$ cat config.mk
export PLATFORM = sky130hd
export DESIGN_NAME = gci_irq_arbiter
export DESIGN_NICKNAME = d
export VERILOG_FILES = /design/src/rtl/gci_irq_arbiter.sv
export SDC_FILE = /design/constraint.sdc
export NUM_CORES = 1
export LEC_CHECK = 0
export CAP_MARGIN = 5
export CORE_ASPECT_RATIO = 1.2
export CORE_MARGIN = 2
export CORE_UTILIZATION = 46
export DETAILED_ROUTE_END_ITERATION = 10
export PLACE_DENSITY = 0.92
export SETUP_SLACK_MARGIN = 0.1
export SLEW_MARGIN = 40
export SYNTH_ARGS = -nofsm -noshare
export SYNTH_HDL_FRONTEND = slang
export SYNTH_SLANG_ARGS = --single-unit
$ cat constraint.sdc
create_clock -name iCLOCK -period 2.7 [get_ports iCLOCK]
set_clock_uncertainty 0.2 [all_clocks]
set_input_delay 0.54 -clock iCLOCK [delete_from_list [all_inputs] [get_ports iCLOCK]]
set_output_delay 0.54 -clock iCLOCK [all_outputs]
set_load 0.005 [all_outputs]
$ cat src/rtl/gci_irq_arbiter.sv
// gci_irq_arbiter: priority interrupt arbiter between four GCI nodes and one CPU.
// Optional build macro GCI_IRQ_ROUNDROBIN_EN: equal-priority ties rotate from
// (last granted node + 1); without it ties go to the lowest node index.
`timescale 1ns/1ps
module gci_irq_arbiter #(
    parameter logic [7:0] ACK_TIMEOUT = 8'hFF
) (
    input  logic        iCLOCK,
    input  logic        inRESET,
    input  logic [3:0]  iNODE_VALID,
    input  logic [31:0] iNODE_PRIORITY,
    input  logic [3:0]  iNODE_IRQ_REQ,
    output logic [3:0]  oNODE_IRQ_ACK,
    output logic [3:0]  oNODE_IRQ_BUSY,
    input  logic [3:0]  iIRQ_MASK,
    output logic        oIRQ_REQ,
    output logic [1:0]  oIRQ_NUM,
    input  logic        iIRQ_ACK,
    input  logic        iIRQ_BUSY,
    output logic        oIRQ_TIMEOUT
);
    typedef enum logic [1:0] {S_IDLE, S_REQ, S_ACK, S_DROP} state_t;
    state_t      state_q, state_d;
    logic [1:0]  grant_q, grant_d;
    logic [7:0]  cnt_q, cnt_d;
    logic        timeout_q, timeout_d;
    logic [3:0]  eligible;
    logic        found;
    logic [1:0]  winner, idx, ptr;
    logic [7:0]  best;
    logic        node_ack;

    assign eligible = iNODE_IRQ_REQ & iNODE_VALID & iIRQ_MASK;
    assign node_ack = (state_q == S_ACK) && !iIRQ_BUSY;

`ifdef GCI_IRQ_ROUNDROBIN_EN
    logic [1:0] ptr_q, ptr_d;
    assign ptr   = ptr_q;
    assign ptr_d = node_ack ? grant_q + 2'd1 : ptr_q;
    // Rotating tie-break start, advanced past the node that was just acknowledged
    always_ff @(posedge iCLOCK or negedge inRESET) begin
        if (!inRESET) ptr_q <= 2'd0;
        else          ptr_q <= ptr_d;
    end
`else
    assign ptr = 2'd0;
`endif

    // Highest priority eligible node; strict compare keeps the first hit in search order on ties
    always_comb begin
        winner = ptr;
        best   = 8'h00;
        found  = 1'b0;
        idx    = 2'd0;
        for (int k = 0; k < 4; k++) begin
            idx = ptr + 2'(k);
            if (eligible[idx] && (!found || iNODE_PRIORITY[8*idx +: 8] > best)) begin
                winner = idx;
                best   = iNODE_PRIORITY[8*idx +: 8];
                found  = 1'b1;
            end
        end
    end

    // Next state: grant in IDLE, wait for CPU ack in REQ (drop beats ack beats timeout)
    always_comb begin
        state_d   = state_q;
        grant_d   = grant_q;
        cnt_d     = cnt_q;
        timeout_d = 1'b0;
        case (state_q)
            S_IDLE: if (found && !iIRQ_BUSY) begin
                state_d = S_REQ;
                grant_d = winner;
                cnt_d   = 8'h00;
            end
            S_REQ: begin
                if (!iNODE_VALID[grant_q] || !iIRQ_MASK[grant_q])
                    state_d = S_IDLE;
                else if (iIRQ_ACK)
                    state_d = S_ACK;
                else if (ACK_TIMEOUT != 8'h00 && cnt_q == ACK_TIMEOUT - 8'd1) begin
                    state_d   = S_IDLE;
                    timeout_d = 1'b1;
                end else
                    cnt_d = cnt_q + 8'd1;
            end
            S_ACK:  if (!iIRQ_BUSY) state_d = S_DROP;
            S_DROP: if (!iNODE_IRQ_REQ[grant_q] || !iNODE_VALID[grant_q]) state_d = S_IDLE;
            default: state_d = S_IDLE;
        endcase
    end

    // State, grant, ack-wait counter and timeout pulse registers
    always_ff @(posedge iCLOCK or negedge inRESET) begin
        if (!inRESET) begin
            state_q   <= S_IDLE;
            grant_q   <= 2'd0;
            cnt_q     <= 8'h00;
            timeout_q <= 1'b0;
        end else begin
            state_q   <= state_d;
            grant_q   <= grant_d;
            cnt_q     <= cnt_d;
            timeout_q <= timeout_d;
        end
    end

    assign oIRQ_REQ       = (state_q == S_REQ);
    assign oIRQ_NUM       = grant_q;
    assign oIRQ_TIMEOUT   = timeout_q;
    assign oNODE_IRQ_ACK  = node_ack ? 4'b0001 << grant_q : 4'h0;
    assign oNODE_IRQ_BUSY = {4{iIRQ_BUSY}};
endmodule
==> impl_results.md, run 1 <==
- Vias in the first global route: approximately 2300
- Failing checks: setup timing
- CP startpoint kind: input port
- DRT Wirelength: 6380 um
- Cells after Synth: 219
- Peak supply drop: 0.000175 V
- Cts bufs inserted: 3
- Complex-gate fraction of the synthesized area: 16.0%
- Register area: 325 um2
- CP max FO: 6
- Clk_lat worst skew: 0.24 ns
- Port buffer count: 59
- Leading cell types in the layout, fill and taps excluded: clkdlybuf4s50_1 (46), buf_4 (43), nand2_1 (22)
- Die area: 0.00436 mm2
- GRT Util Overall: 30.5%
- Slew @ Worst Pin: 0.588 ns
- Footprint of the multi-input gates: 0.00159 mm2
- Netlist cell types: 45
- Die H: 71.9 um
- Cell area after layout: 0.00308 mm2
- Power per cell area: 333 mW/mm2
- Reg clk slew, reported paths: 0.05 ns
- Largest cells by area after synthesis: dfrtp_1 (18%), ha_1 (18%), inv_1 (5.1%)
- Avg Cell Area, Syn: just over 8 um2
- Core Area: 0.00366 mm2
- Initial antenna violation count: 0
- Htree depth: 1
- Final-layout fill cell count: 213
- N_diodes: 0
- WL/cell: about 17 um
- Reg2Reg Depth: 6
- Placed Cells: 351
- Critical path type: in -> reg
- Horiz. Die Dim: 60.6 um
- Area grow syn2layout: 74.2%
- Post-Layout Cell Count: 370
- # setup viols final: 2
- Slew HR: between 60% and 70%
- Hold_buf cts: 0
- FF-to-FF Start: oIRQ_NUM[0]
- First-pass GRT wire length: 10100 um
- Xor/xnor share of the synthesized area: 1.98%
- Gr ovfl total: 0
- Final worst slack: -2.64 ns
- Reg-to-Reg End: cnt_q[7]
- Adder-Cell Fraction of Synth Area: 18.4%
- Iter 0 DRT Violations: roughly 130
- Placed Area: 0.00269 mm2
- # IOs: 60
- Largest net degree at the start of global routing: 14
- Starting Density: 48.3%
- Row Count: 24
- Hold Vio Cnt, Final: 0
- Mapped Area: 0.00177 mm2
- Total power draw: 1.03 mW
- Final min period: between 5 and 6 ns
- Final HPWL DP: 4350 um
- Max Root-Sink Buffers: 2
- RSZ-0062 raised after global routing: true
- Vias/cell: 5.89
- Clk sinks: 13
- Final Wtd Congestion: 0.837
- R2R Setup Slk: 0.42 ns
- Fin nets: 393
- Sequential share of the synthesized area: 18.4%
- Dominant cell type by area after synthesis: dfrtp_1
- Most common cell after layout, fill and taps aside: clkdlybuf4s50_1
- Max-cap violation count: 0
- Fraction of the mapped netlist area in simple logic gates: a little over a quarter
- Tcrit/Tclk final: 198%
- Post-Syn Nets: a little under 300
- Largest family of logic cells by synthesized area: simple AND/OR/NAND/NOR gates
- Tightest Hold Check Type: reg -> reg
- CTS tree: done
- Status: finished, violations left
- DRC errors left: 0
- Share of cells above drive strength 1: 37.4%
- DRT antenna net count: 0
- CTS Root Cell: clkbuf_8
- Fmax: approximately 190 MHz
- TritonRoute pass-1 iters: 4
- Crit end category: register
- Pleak: between 1 and 1.5 nW
- CP Launch Point: iNODE_VALID[0]
- CP Data Required Time: 2.61 ns
- #FFs+latches synth: 13
- Area share of the largest cell type after synthesis: 18.4%
- Mux contribution to synthesized area: 9.34%
- Worst EP arrival: 5.26 ns
- Routed vias: 2180
- Slew Limit Fails: 0
- Setup crit end: oIRQ_NUM[1]
- Yosys Warn Count: 0
-- Yosys cell counts, drive strengths merged --
| library cell | number |
|---|---|
| ha | 26 |
| inv | 24 |
| nand2 | 24 |
| nor2 | 16 |
| a21oi | 15 |
| dfrtp | 13 |
| o21ai | 10 |
| and2 | 8 |
| mux2 | 8 |
| nand3 | 8 |
| buf | 7 |
| nor3 | 7 |
| a221oi | 6 |
| and3 | 5 |
| clkbuf | 4 |
| or3 | 4 |
| mux4 | 3 |
| nand4 | 3 |
| nor3b | 3 |
| o211ai | 3 |
| xnor2 | 3 |
| a21boi | 2 |
| and4 | 2 |
| nor2b | 2 |
| a211oi | 1 |
| a21o | 1 |
| a2bb2oi | 1 |
| and2b | 1 |
| nor4 | 1 |
| o21a | 1 |
| o2bb2ai | 1 |
| o311ai | 1 |
| o31ai | 1 |
| or2 | 1 |
| or3b | 1 |
| or4 | 1 |
| xor2 | 1 |
-- stage by stage --
stage | hold slack [ns] | TNS, ns | util (%) | worst slack [ns]
5_1_grt | 0.387 | -5.49 | 84.1 | -2.75
6_report | 0.358 | -5.26 | 84.1 | -2.64
3_3_place_gp | 0.313 | -6.12 | 73.4 | -2.88
4_1_cts | 0.357 | -4.89 | 81.4 | -2.46
3_5_place_dp | 0.340 | -6.59 | 73.4 | -3.06
2_1_floorplan | 0.0444 | -4.58 | - | -2.29
-- layout make-up --
type                            count  area share (%)
Clock buffer                        4            1.46
Multi-Input combinational cell    171            51.5
Timing Repair Buffer              106            31.5
Tap cell                           52            2.11
Sequential cell                    13            10.6
Inverter                           24            2.93
-- worst min path at each step --
stage | cells past startpoint | to | slack (ns) | from
after floorplan | 0 | async pin | 0.04 | inRESET
after global placement | 2 | register | 0.31 | register
after detailed placement | 2 | cnt_q[7] | 0.34 | cnt_q[7]
after CTS | 2 | register | 0.36 | register
after global routing | 2 | cnt_q[6] | 0.39 | cnt_q[6]
final | 2 | cnt_q[6] | 0.36 | cnt_q[6]
-- repair_timing --
item	4_1_cts	5_1_grt
resized for setup	60	14
setup buffers	11	4
pin swaps	28	21
setup endpoints to repair	6	3
-- registers in the layout (all words and copies together) (netlist names), named ones only --
register and flops:
cnt_q 8, oIRQ_TIMEOUT 1, state_q 1, oIRQ_NUM 2
-- routing by layer --
layer  wire [um]  GRT usage (%)  up-vias
met2        3360           55.2      131
met3         435           5.70       37
met5           0              0        -
met4         359           16.9        0
li1            -              -      981
met1        2230           31.8     1031
-- cells by family (layout without fill, tap and decap cells) --
family / count (synthesis) / in the layout
multiplexers: 11 / 11
buffers and inverters: 35 / 134
XOR/XNOR: 4 / 4
AO/OA/AOI/OAI: 43 / 43
AND/OR/NAND/NOR: 87 / 87
flip-flops: 13 / 13
adder cells (fa/ha/maj): 26 / 26
-- worst max-delay path, cell delays in order --
cell and delay [ns]:
buf_6 0.09, and3_4 0.20, buf_6 0.12, buf_4 0.14, and2_4 0.15, ha_4 0.25, nand2_2 0.05, or3_4 0.40
a21boi_4 0.17, buf_6 0.16, buf_4 0.11, nor2_1 0.05, a221oi_2 0.25, ha_1 0.23, nand4_1 0.15, a21o_1 0.22
a21oi_2 0.22, a21oi_4 0.06, buf_12 0.14, buf_8 0.12, mux2_4 0.31, ha_4 0.22, nor2b_4 0.11, o21a_1 0.18
o21ai_1 0.16, a21oi_2 0.09, nor3b_2 0.25, a21oi_1 0.12
-- where the power goes --
| group | leakage (nW) | total (mW) | internal (mW) | switching, mW |
|---|---|---|---|---|
| logic | 1.18 | 0.560 | 0.322 | 0.238 |
| clock network | 0.0228 | 0.174 | 0.104 | 0.0699 |
| registers | 0.174 | 0.292 | 0.226 | 0.0660 |
| total | 1.37 | 1.03 | 0.653 | 0.374 |
(Power assumes the default switching activity.)
==> run 2, diff against run 1 <==
--- a/config.mk
+++ b/config.mk
@@ -12,7 +12,6 @@
 export DETAILED_ROUTE_END_ITERATION = 10
 export PLACE_DENSITY = 0.92
 export SETUP_SLACK_MARGIN = 0.1
-export SLEW_MARGIN = 40
 export SYNTH_ARGS = -nofsm -noshare
 export SYNTH_HDL_FRONTEND = slang
 export SYNTH_SLANG_ARGS = --single-unit
==> results of run 2 <==
Same layout as run 1: the final DEF is identical, and so are final timing and power.
==> run 3, diff against run 2 <==
==> constraint.sdc (replaced) <==
create_clock -name iCLOCK -period 2.7 [get_ports iCLOCK]
set_clock_uncertainty 0.2 [all_clocks]
set_input_delay 0.54 -clock iCLOCK [delete_from_list [all_inputs] [get_ports iCLOCK]]
set_output_delay 0.54 -clock iCLOCK [all_outputs]
set_load 0.01 [all_outputs]
==> impl_results.md, run 3 (synthesis gave the netlist of run 1 again) <==
- CTS tree: done (unchanged)
- Power per cell area: 338 mW/mm2 (was 333 mW/mm2)
- Leading cell types in the layout, fill and taps excluded: clkdlybuf4s50_1 (45), buf_4 (43), nand2_1 (22) (was clkdlybuf4s50_1 (46), buf_4 (43), nand2_1 (22))
- Starting Density: 48.3% (unchanged)
- Slew Limit Fails: 0 (unchanged)
- Die H: 71.9 um (unchanged)
- Worst slack at placement: -3.06 ns (unchanged)
- Slew @ Worst Pin: 0.592 ns (was 0.588 ns)
- Cell area after layout: 0.00307 mm2 (was 0.00308 mm2)
- Reg clk slew, reported paths: 0.06 ns (was 0.05 ns)
- Max Root-Sink Buffers: 2 (unchanged)
- Die area: 0.00436 mm2 (unchanged)
- Routed vias: 2153 (was 2180)
- Iter 0 DRT Violations: 135 (was 131)
- Max-cap violation count: 0 (unchanged)
- Largest net degree at the start of global routing: 14 (unchanged)
- Placed Area: 0.00269 mm2 (unchanged)
- Core Area: 0.00366 mm2 (unchanged)
- Fin nets: 393 (unchanged)
- Hold Vio Cnt, Final: 0 (unchanged)
- DRC errors left: 0 (unchanged)
- Vias/cell: 5.82 (was 5.89)
- # setup viols final: 2 (unchanged)
- Share of cells above drive strength 1: 36.8% (was 37.4%)
- Most common cell after layout, fill and taps aside: clkdlybuf4s50_1 (unchanged)
- Cts bufs inserted: 3 (unchanged)
- Register name with the most flops: cnt_q (unchanged)
- CP Data Required Time: 2.61 ns (about the same)
- Horiz. Die Dim: 60.6 um (unchanged)
- Final min period: 5.35 ns (was 5.34 ns)
- Fmax: 187 MHz (about the same)
- Htree depth: 1 (unchanged)
- N_diodes: 0 (unchanged)
- Crit end category: register (unchanged)
- # IOs: 60 (unchanged)
- Final Wtd Congestion: 0.837 (unchanged)
- Port buffer count: 59 (unchanged)
- RSZ-0062 raised after global routing: true (unchanged)
- Row Count: 24 (unchanged)
- Final worst slack: -2.65 ns (was -2.64 ns)
- Worst EP arrival: 5.26 ns (about the same)
- Tcrit/Tclk final: 198% (about the same)
- CTS Root Cell: clkbuf_8 (unchanged)
- CP startpoint kind: input port (unchanged)
- Pleak: 1.36 nW (was 1.37 nW)
- Critical path type: in -> reg (unchanged)
- First-pass GRT wire length: 10100 um (about the same)
- Area grow syn2layout: 73.5% (was 74.2%)
- Peak supply drop: 0.000176 V (was 0.000175 V)
- CP max FO: 6 (unchanged)
- Vias in the first global route: 2305 (was 2307)
- Clk sinks: 13 (unchanged)
- DRT antenna net count: 0 (unchanged)
- Initial antenna violation count: 0 (unchanged)
- Gr ovfl total: 0 (unchanged)
- WL/cell: 17.3 um (was 17.2 um)
- Failing checks: setup timing (unchanged)
- TritonRoute pass-1 iters: 4 (unchanged)
- Tightest Hold Check Type: reg -> reg (unchanged)
- DRT Wirelength: 6410 um (was 6380 um)
- Clk_lat worst skew: 0.24 ns (about the same)
- Setup TNS: -5.26 ns (about the same)
- Final HPWL DP: 4350 um (unchanged)
- Status: finished, violations left (unchanged)
- Slew HR: 60.4% (was 60.6%)
- Max reg flops: 8 (unchanged)
- GRT Util Overall: 30.4% (was 30.5%)
## run 3: changes by cell type in the layout (fill, tap and decap cells not counted), sizes merged
cell / change
dlymetal6s2s: -1
clkdlybuf4s50: -1
clkdlybuf4s15: -1
dlygate4sd2: +3
## run 3: area by class of cell
| type | instances | area (um2) |
|---|---|---|
| Inverter | 24 | 90.1 |
| Tap cell | 52 | 65.1 |
| Fill cell | 216 | 597 |
| Timing Repair Buffer | 106 | 961 |
| Multi-Input combinational cell | 171 | 1580 |
| Clock buffer | 4 | 45.0 |
| Sequential cell | 13 | 325 |
## run 3: worst paths after layout
check	from	end	slack, ns	depth (start not counted)
worst min-delay path	cnt_q[6]	cnt_q[6]	0.36	2
max in group asynchronous	inRESET	cnt_q[0]	1.44	1
worst max register to register	oIRQ_NUM[0]	cnt_q[7]	0.43	6
min in group asynchronous	inRESET	cnt_q[4]	0.47	1
worst max-delay path	iNODE_VALID[0]	oIRQ_NUM[1]	-2.65	27
worst min register to register	cnt_q[6]	cnt_q[6]	0.36	2
## run 3: through the flow
step	hold WS, ns	power [mW]	utilization [%]	std cells
6_report	0.358	1.04	83.7	370
5_1_grt	0.387	1.10	83.7	370
4_1_cts	0.357	0.989	81.0	366
3_5_place_dp	0.340	0.779	73.4	351
3_3_place_gp	0.313	0.749	73.4	351
2_1_floorplan	0.0444	0.571	-	219
## run 3: power by group
group | total (mW) | internal (mW) | leakage [nW] | switching, mW
combinational | 0.568 | 0.319 | 1.16 | 0.249
clock | 0.177 | 0.104 | 0.0228 | 0.0725
sequential | 0.292 | 0.226 | 0.174 | 0.0652
## run 3: routing by layer
layer / global-route usage, % / routed length, um / vias up
met1: 31.8 / 2240 / 1016
met4: 16.9 / 328 / 0
li1: - / - / 979
met3: 5.70 / 443 / 36
met2: 55.0 / 3400 / 122
met5: 0 / 0 / -
## run 3: worst max-delay path, cell delays in order
cell      delay [ns]
buf_6           0.07
and3_4          0.23
and2_4          0.16
inv_2           0.04
ha_4            0.26
nand4_1         0.17
or3_4           0.47
a21boi_4        0.17
buf_6           0.16
buf_4           0.11
nor2_1          0.05
a221oi_2        0.26
ha_1            0.22
nand4_1         0.15
a21o_1          0.22
a21oi_2         0.22
a21oi_4         0.06
buf_12          0.14
buf_8           0.12
mux2_4          0.31
ha_4            0.22
nor2b_4         0.11
o21a_1          0.18
o21ai_1         0.16
a21oi_2         0.09
nor3b_2         0.25
a21oi_1         0.12
## run 3: timing repair
item	4_1_cts	5_1_grt
pin swaps	28	21
hold buffers	0	0
setup buffers	11	4
setup endpoints to repair	6	4
resized for setup	58	14
